[src/rtl/fetch_unit.sv]
// Instruction fetch stage: PC register, credit-limited imem requests, prefetch
// queue with bypass, and the IF/ID pipeline register feeding decode.
module fetch_unit #(
    parameter logic [31:0] RESET_PC = 32'h0000_0000,
    parameter int unsigned QDEPTH   = 2
) (
    input  logic        clk,
    input  logic        reset_n,
    output logic        ImemReq,
    output logic [31:0] ImemAddr,
    input  logic        ImemGnt,
    input  logic        ImemRValid,
    input  logic [31:0] ImemRData,
    input  logic        PCSrcE,
    input  logic [31:0] PCTargetE,
    input  logic        StallD,
    output logic [31:0] InstrD,
    output logic [31:0] PCD,
    output logic [31:0] PCPlus4D,
    output logic        ValidD
);
    localparam int unsigned PW  = $clog2(QDEPTH);
    localparam int unsigned CW  = $clog2(QDEPTH + 1);
    localparam logic [CW:0] QD  = (CW + 1)'(QDEPTH);
    localparam logic [31:0] NOP = 32'h0000_0013;

    logic [31:0]   pcf_q, pcf_d;
    logic [CW-1:0] out_q, out_d;
    logic [CW-1:0] drop_q, drop_d;

    logic [31:0]   tag_pc_q [QDEPTH];
    logic [PW-1:0] tag_wr_q, tag_wr_d, tag_rd_q, tag_rd_d;

    logic [31:0]   q_instr_q [QDEPTH];
    logic [31:0]   q_pc_q    [QDEPTH];
    logic [PW-1:0] q_wr_q, q_wr_d, q_rd_q, q_rd_d;
    logic [CW-1:0] q_cnt_q, q_cnt_d;

    logic [31:0]   instr_q, instr_d;
    logic [31:0]   pcd_q, pcd_d;
    logic [31:0]   pcp4_q, pcp4_d;
    logic          valid_q, valid_d;

    logic [CW:0]   inflight;
    logic          req, grant, rsp_keep, ifid_load, q_empty;
    logic          bypass, q_push, q_pop;
    logic [31:0]   tag_head;

    always_comb begin
        // Credits cover both in-flight requests and queued words, so a
        // response always has a queue slot waiting for it.
        inflight  = (CW + 1)'(out_q) + (CW + 1)'(q_cnt_q);
        req       = reset_n && !PCSrcE && (inflight < QD);
        grant     = req && ImemGnt;
        rsp_keep  = ImemRValid && (drop_q == '0) && !PCSrcE;
        ifid_load = !PCSrcE && !StallD;
        q_empty   = (q_cnt_q == '0);
        bypass    = rsp_keep && q_empty && ifid_load;
        q_push    = rsp_keep && !bypass;
        q_pop     = ifid_load && !q_empty;
        tag_head  = tag_pc_q[tag_rd_q];

        pcf_d    = pcf_q;
        out_d    = out_q + CW'(grant) - CW'(ImemRValid);
        drop_d   = drop_q;
        tag_wr_d = tag_wr_q + PW'(grant);
        tag_rd_d = tag_rd_q + PW'(ImemRValid);
        q_wr_d   = q_wr_q + PW'(q_push);
        q_rd_d   = q_rd_q + PW'(q_pop);
        q_cnt_d  = q_cnt_q + CW'(q_push) - CW'(q_pop);
        instr_d  = instr_q;
        pcd_d    = pcd_q;
        pcp4_d   = pcp4_q;
        valid_d  = valid_q;

        if (PCSrcE) begin
            pcf_d   = PCTargetE & ~32'h3;
            drop_d  = out_q - CW'(ImemRValid);
            q_wr_d  = '0;
            q_rd_d  = '0;
            q_cnt_d = '0;
        end else begin
            if (grant) begin
                pcf_d = pcf_q + 32'd4;
            end
            if (ImemRValid && (drop_q != '0)) begin
                drop_d = drop_q - CW'(1);
            end
        end

        if (PCSrcE) begin
            valid_d = 1'b0;
            instr_d = NOP;
        end else if (StallD) begin
            valid_d = valid_q;
        end else if (q_pop) begin
            instr_d = q_instr_q[q_rd_q];
            pcd_d   = q_pc_q[q_rd_q];
            pcp4_d  = q_pc_q[q_rd_q] + 32'd4;
            valid_d = 1'b1;
        end else if (bypass) begin
            instr_d = ImemRData;
            pcd_d   = tag_head;
            pcp4_d  = tag_head + 32'd4;
            valid_d = 1'b1;
        end else begin
            valid_d = 1'b0;
            instr_d = NOP;
        end
    end

    always_ff @(posedge clk) begin
        if (!reset_n) begin
            pcf_q    <= RESET_PC;
            out_q    <= '0;
            drop_q   <= '0;
            tag_wr_q <= '0;
            tag_rd_q <= '0;
            q_wr_q   <= '0;
            q_rd_q   <= '0;
            q_cnt_q  <= '0;
            instr_q  <= NOP;
            pcd_q    <= '0;
            pcp4_q   <= '0;
            valid_q  <= 1'b0;
        end else begin
            pcf_q    <= pcf_d;
            out_q    <= out_d;
            drop_q   <= drop_d;
            tag_wr_q <= tag_wr_d;
            tag_rd_q <= tag_rd_d;
            q_wr_q   <= q_wr_d;
            q_rd_q   <= q_rd_d;
            q_cnt_q  <= q_cnt_d;
            instr_q  <= instr_d;
            pcd_q    <= pcd_d;
            pcp4_q   <= pcp4_d;
            valid_q  <= valid_d;
        end
    end

    always_ff @(posedge clk) begin
        if (grant) begin
            tag_pc_q[tag_wr_q] <= pcf_q;
        end
        if (q_push) begin
            q_instr_q[q_wr_q] <= ImemRData;
            q_pc_q[q_wr_q]    <= tag_head;
        end
    end

    assign ImemReq  = req;
    assign ImemAddr = pcf_q;
    assign InstrD   = instr_q;
    assign PCD      = pcd_q;
    assign PCPlus4D = pcp4_q;
    assign ValidD   = valid_q;

    a_rsp_has_outstanding: assert property (
        @(posedge clk) disable iff (!reset_n) ImemRValid |-> (out_q != '0)
    );

endmodule

[config.mk]
export PLATFORM = sky130hd
export DESIGN_NAME = fetch_unit
export DESIGN_NICKNAME = d
export VERILOG_FILES = /design/src/rtl/fetch_unit.sv
export SDC_FILE = /design/constraint.sdc
export NUM_CORES = 1
export LEC_CHECK = 0
export ABC_AREA = 1
export BUFFER_PORTS_ARGS = -buffer_cell sky130_fd_sc_hd__buf_4
export CAP_MARGIN = 20
export CORE_ASPECT_RATIO = 0.75
export CORE_UTILIZATION = 50
export DETAILED_ROUTE_END_ITERATION = 10
export PLACE_DENSITY = 0.71
export SLEW_MARGIN = 30
export SYNTH_ARGS = -nofsm -noshare
export SYNTH_HDL_FRONTEND = slang
export SYNTH_SLANG_ARGS = --single-unit
[constraint.sdc]
create_clock -name clk -period 9.4 [get_ports clk]
set_clock_uncertainty 0.2 [all_clocks]
set_input_delay 1.88 -clock clk [delete_from_list [all_inputs] [get_ports clk]]
set_output_delay 1.88 -clock clk [all_outputs]
set_load 0.1 [all_outputs]
# Yosys cells after proc, flatten, opt, wreduce, memory -nomap -nowiden
# Memory sizes are Yosys's and may differ from the RTL's. A register that Yosys moved wholly into a read port is not among the register bits.
# Cells that the tools add are included.
# word_totals
n_memories	3
out_inout_bits	130
in_bits	70
word_cells	76
ff_bits	139
mem_bits_rw	192
# op_classes
add_sub_neg	14
n_lt_le_gt_ge	1
muxes	19
n_reduce_logical	23
bitwise	3
# memory_table
name	words	word_bits	read_ports	rd_ports_with_merged_regs	write_ports	line	text
q_instr_q	2	32	1	1	1	34	logic [31:0] q_instr_q [QDEPTH];
q_pc_q	2	32	1	1	1	35	logic [31:0] q_pc_q [QDEPTH];
tag_pc_q	2	32	1	1	1	31	logic [31:0] tag_pc_q [QDEPTH];
# op_table
op	count
32-bit two-way mux	8
32-bit by 3-bit adder with 32-bit output, second input constant	3
1-bit logical AND	11
1-bit two-way mux	9
2-bit nonzero test	4
2-bit by 1-bit subtractor with 2-bit output	3
1-bit adder	4
2-bit by 1-bit adder with 2-bit output	2
1-bit logical NOT	4
2-bit logical NOT	2
2-bit two-way mux	2
2-bit by 2-bit adder with 3-bit output	1
3-bit by 2-bit < comparator with 1-bit output, second input constant	1
1-bit inverter	3
3-bit AND reduction	1
2-bit OR reduction	1
2-bit by 1-bit subtractor with 2-bit output, second input constant	1

# Logic depth before layout (Yosys ltp)
# depth
word_depth	9
mapped_depth	16
mapped_depth_nobuf	13

# Least setup slack after synthesis
# No wires, ideal clock.
# synth_timing
path_kind	input to register
start	input PCSrcE
end	memory tag_pc_q[1][10], enable pin
t_arrival_ns	4.963
cell_stages	8
required_time_ns	8.810
path_slack_ns	3.847
path_buffers	2
setup_ns	0.390
cell_sequence	buf_6 inv_6 nand2_1 nor3_2 nand2_1 clkinv_1 buf_2 ha_1
# synth_via
elab_chain_len	6
# synth_lines
element	line	text
from (decl)	14	input logic PCSrcE,
1-bit logical NOT	53	req = reset_n && !PCSrcE && (inflight < QD);
1-bit logical AND (2 in a row)	53	
via ImemReq	9	output logic ImemReq,
1-bit logical AND	54	grant = req && ImemGnt;
1-bit two-way mux	143	if (grant) begin
1-bit two-way mux (not written as such)	144	tag_pc_q[tag_wr_q] <= pcf_q;
to (decl)	31	
# The timed path passes the listed nets, and every way through them passes these cells.

# Worst setup path after layout
# layout_timing
start	input reset_n
end	output ImemReq
# layout_via
elab_chain_len	2
# layout_lines
element	line	text
from (decl)	8	input logic reset_n,
1-bit logical AND (2 in a row)	53	
to (decl)	9	
# Every way passes these cells.

==> metrics <==
outcome=complete, no violations; CP max stage delay=0.47 ns; RSZ-0062 raised after global routing=no; Worst setup SP type=input pin; Static Leak=7.12 nW; cts bufs inserted=30; I/O Buffers=191; core area=0.0282 sq mm; DP Worst Slack=4.02 ns; Worst Path Arrival=3.27 ns; Routed Antenna Nets=0; num ports=200; clk_lat worst skew=0.57 ns; Tot GR Track Use=between 20% and 30%; Top delay family on crit path=buffers and inverters; synthesized flop and latch total=roughly 320; Setup WS post-layout=between 4 and 5 ns; Synth top area share=38.2%; initial core utilization=51.2%; Gate Count Post-Synth=roughly 1600; Rel. slew slack=approximately two fifths; largest cells by area after synthesis=edfxtp_1 (38%), dfxtp_1 (19%), nand2_1 (13%), o21ai_0 (3.6%), inv_1 (3.6%); # fillers=roughly 2500; Gates resized, CTS repair=0; die height=approximately 150 microns; first-pass GRT wire length=56500 microns; initial drt markers=776; worst hold slack=between 0.2 and 0.3 ns; ANT cells=0; most common cell after layout, fill and taps aside=nand2_1; top cell type by total area after synthesis=edfxtp_1; Worst Path Max Fanout=63; vias in the first global route=10500; kind of end point of the critical path=primary output; Setup Crit Path Kind=in -> out; hold buffers post-CTS=0; HPWL after DPL=24400 microns; maximum VDD drop=0.149 mV; post-CTS setup buffers=0; Ys Warns=0; Seq pwr share=47.1%; final period utilization=56.9%; setup_tns=0 ns; sw frac=29.1%; average cell area after synthesis=8.86 sq um; Power Internal=between 2 and 2.5 mW; Power Density=196 mW/mm^2; cells along the critical path=buf_4, nand2_1, buf_4, nor3_2, buf_4; Reg area=0.00821 sq mm; drt first pass iters=5; Final Max Tran Viols=0; mapped cell area=0.0145 sq mm; Final Hold Vio Count=0; commonest non-fill, non-tap cells in the layout=nand2_1 (502), buf_4 (204), edfxtp_1 (184); max frequency=0.187 GHz; CP most frequent cell=buf_4; combinational share of power=16.4%; die area=0.0296 sq mm; total wire length=36100 microns; slowest CP cell=buf_4; library cells used by synthesis=between 40 and 50; DIE WIDTH=about 200 microns; Max-Cap Viols=0; HP Class=reg -> reg; largest net degree at the start of global routing=76; Worst EP required=about 7.3 ns; TritonCTS clock tree=built; Least-Margin Pin Slew=between 0.9 and 1 ns; Post-synth EDFFs=approximately 180; Root Buffer=clkbuf_16; layout cell share with drive strength beyond 1=18.8%; share of total power in the clock network=36.5%; DRC violations left=0; Sw Pwr=approximately 0.97 mW; Setup violations, final=0; clock transition at the registers of the reported paths=0.06 ns; RePlAce Congestion=between 0.9 and 1; top_reg_cell synth=edfxtp_1; initial antenna violation count=0; wire per inst=around 16 microns; clk buf depth=3; via count=roughly 11000; Layout Area Growth over Synthesis=18.0%; Seq/Total Area, Yosys=56.7%; via/cell ratio=5.18; clock sink total=318; multi-input logic area=0.00530 sq mm; CP Buf/Inv Count=3; NumNets Final=between 1500 and 2000; # rows=53; Post-synth ARST share=0%; H-tree levels=1; grt ovf=0; Final Critical Period=~5.3 ns
[worst reg2reg max path, cell delays in order (launching register included)]
cell and delay, ns:
dfxtp_1 0.42, nor2_1 0.11, nor2_4 0.10, buf_4 0.69, nor2_2 0.13, buf_4 0.28, inv_2 0.55, buf_4 0.49
o21ai_0 0.15, o21bai_1 0.20, nor2_1 0.10
[area by class of cell]
class / instances / area share [%]
Sequential cell: 318 / 48.1
Multi-Input combinational cell: 1093 / 31.1
Timing Repair Buffer: 204 / 8.97
Clock buffer: 44 / 5.00
Inverter: 146 / 3.24
Tap cell: 385 / 2.82
Clock inverter: 11 / 0.828
[state kept, by name, indices dropped and copies added, names as in the netlist, 2 cells and up, named ones only]
signal / count
ImemAddr: 30
InstrD: 32
PCD: 30
PCPlus4D: 30
drop_q: 2
out_q: 2
q_cnt_q: 2
q_instr_q: 64
q_pc_q: 60
tag_pc_q: 60
[synthesized netlist by cell type, drive strengths merged (2+ instances only)]
cell	count
a211oi	2
a21boi	6
a21oi	48
a31oi	50
and2	2
buf	40
clkbuf	42
clkinv	3
dfxtp	134
edfxtp	184
ha	11
inv	143
nand2	530
nand3	42
nand3b	2
nand4	11
nor2	146
nor3	27
o211ai	34
o21ai	111
o21bai	5
or2	31
xnor2	5
xor2	19
[power groups by stage]
stage               registers, mW  logic (mW)  clock network, mW
floorplan                    1.79       0.216                  0
global placement             1.60       0.540                  0
detailed placement           1.61       0.548                  0
CTS                          1.58       0.550               1.24
global route                 1.58       0.590               1.29
finish                       1.58       0.550               1.22
[worst paths after layout]
check                                 from      endpoint  slack (ns)  cells after the start
worst max register to register  q_cnt_q[1]  PCPlus4D[19]        5.92                     10
worst max-delay path               reset_n       ImemReq        4.05                      5
worst min register to register     PCD[23]       PCD[23]        0.27                      2
worst min-delay path               PCD[23]       PCD[23]        0.27                      2
[through the flow]
stage | cells | instance area, sq um | total power, mW | utilization [%]
6_report | 2201 | 17100 | 3.35 | 60.4
5_1_grt | 2201 | 17100 | 3.46 | 60.4
4_1_cts | 2201 | 17100 | 3.37 | 60.4
3_5_place_dp | 2146 | 16100 | 2.15 | 56.9
3_3_place_gp | 2146 | 16100 | 2.14 | 56.9
2_1_floorplan | 1639 | 14500 | 2.01 | -
[cells by family after synthesis]
| logic type | share of synthesized area [%] |
|---|---|
| AND/OR/NAND/NOR | 23.5 |
| other | 0.0259 |
| flip-flops | 56.7 |
| buffers and inverters | 6.86 |
| AO/OA/AOI/OAI | 10.3 |
| XOR/XNOR | 1.45 |
| adder cells (fa/ha/maj) | 1.09 |
[layer usage]
layer | global-route usage, % | wire length [microns]
met2 | 36.6 | 15500
met3 | 3.50 | 2560
met4 | 4.92 | 540
met1 | 37.3 | 17500
met5 | 0 | 0
(Power assumes the default switching activity.)
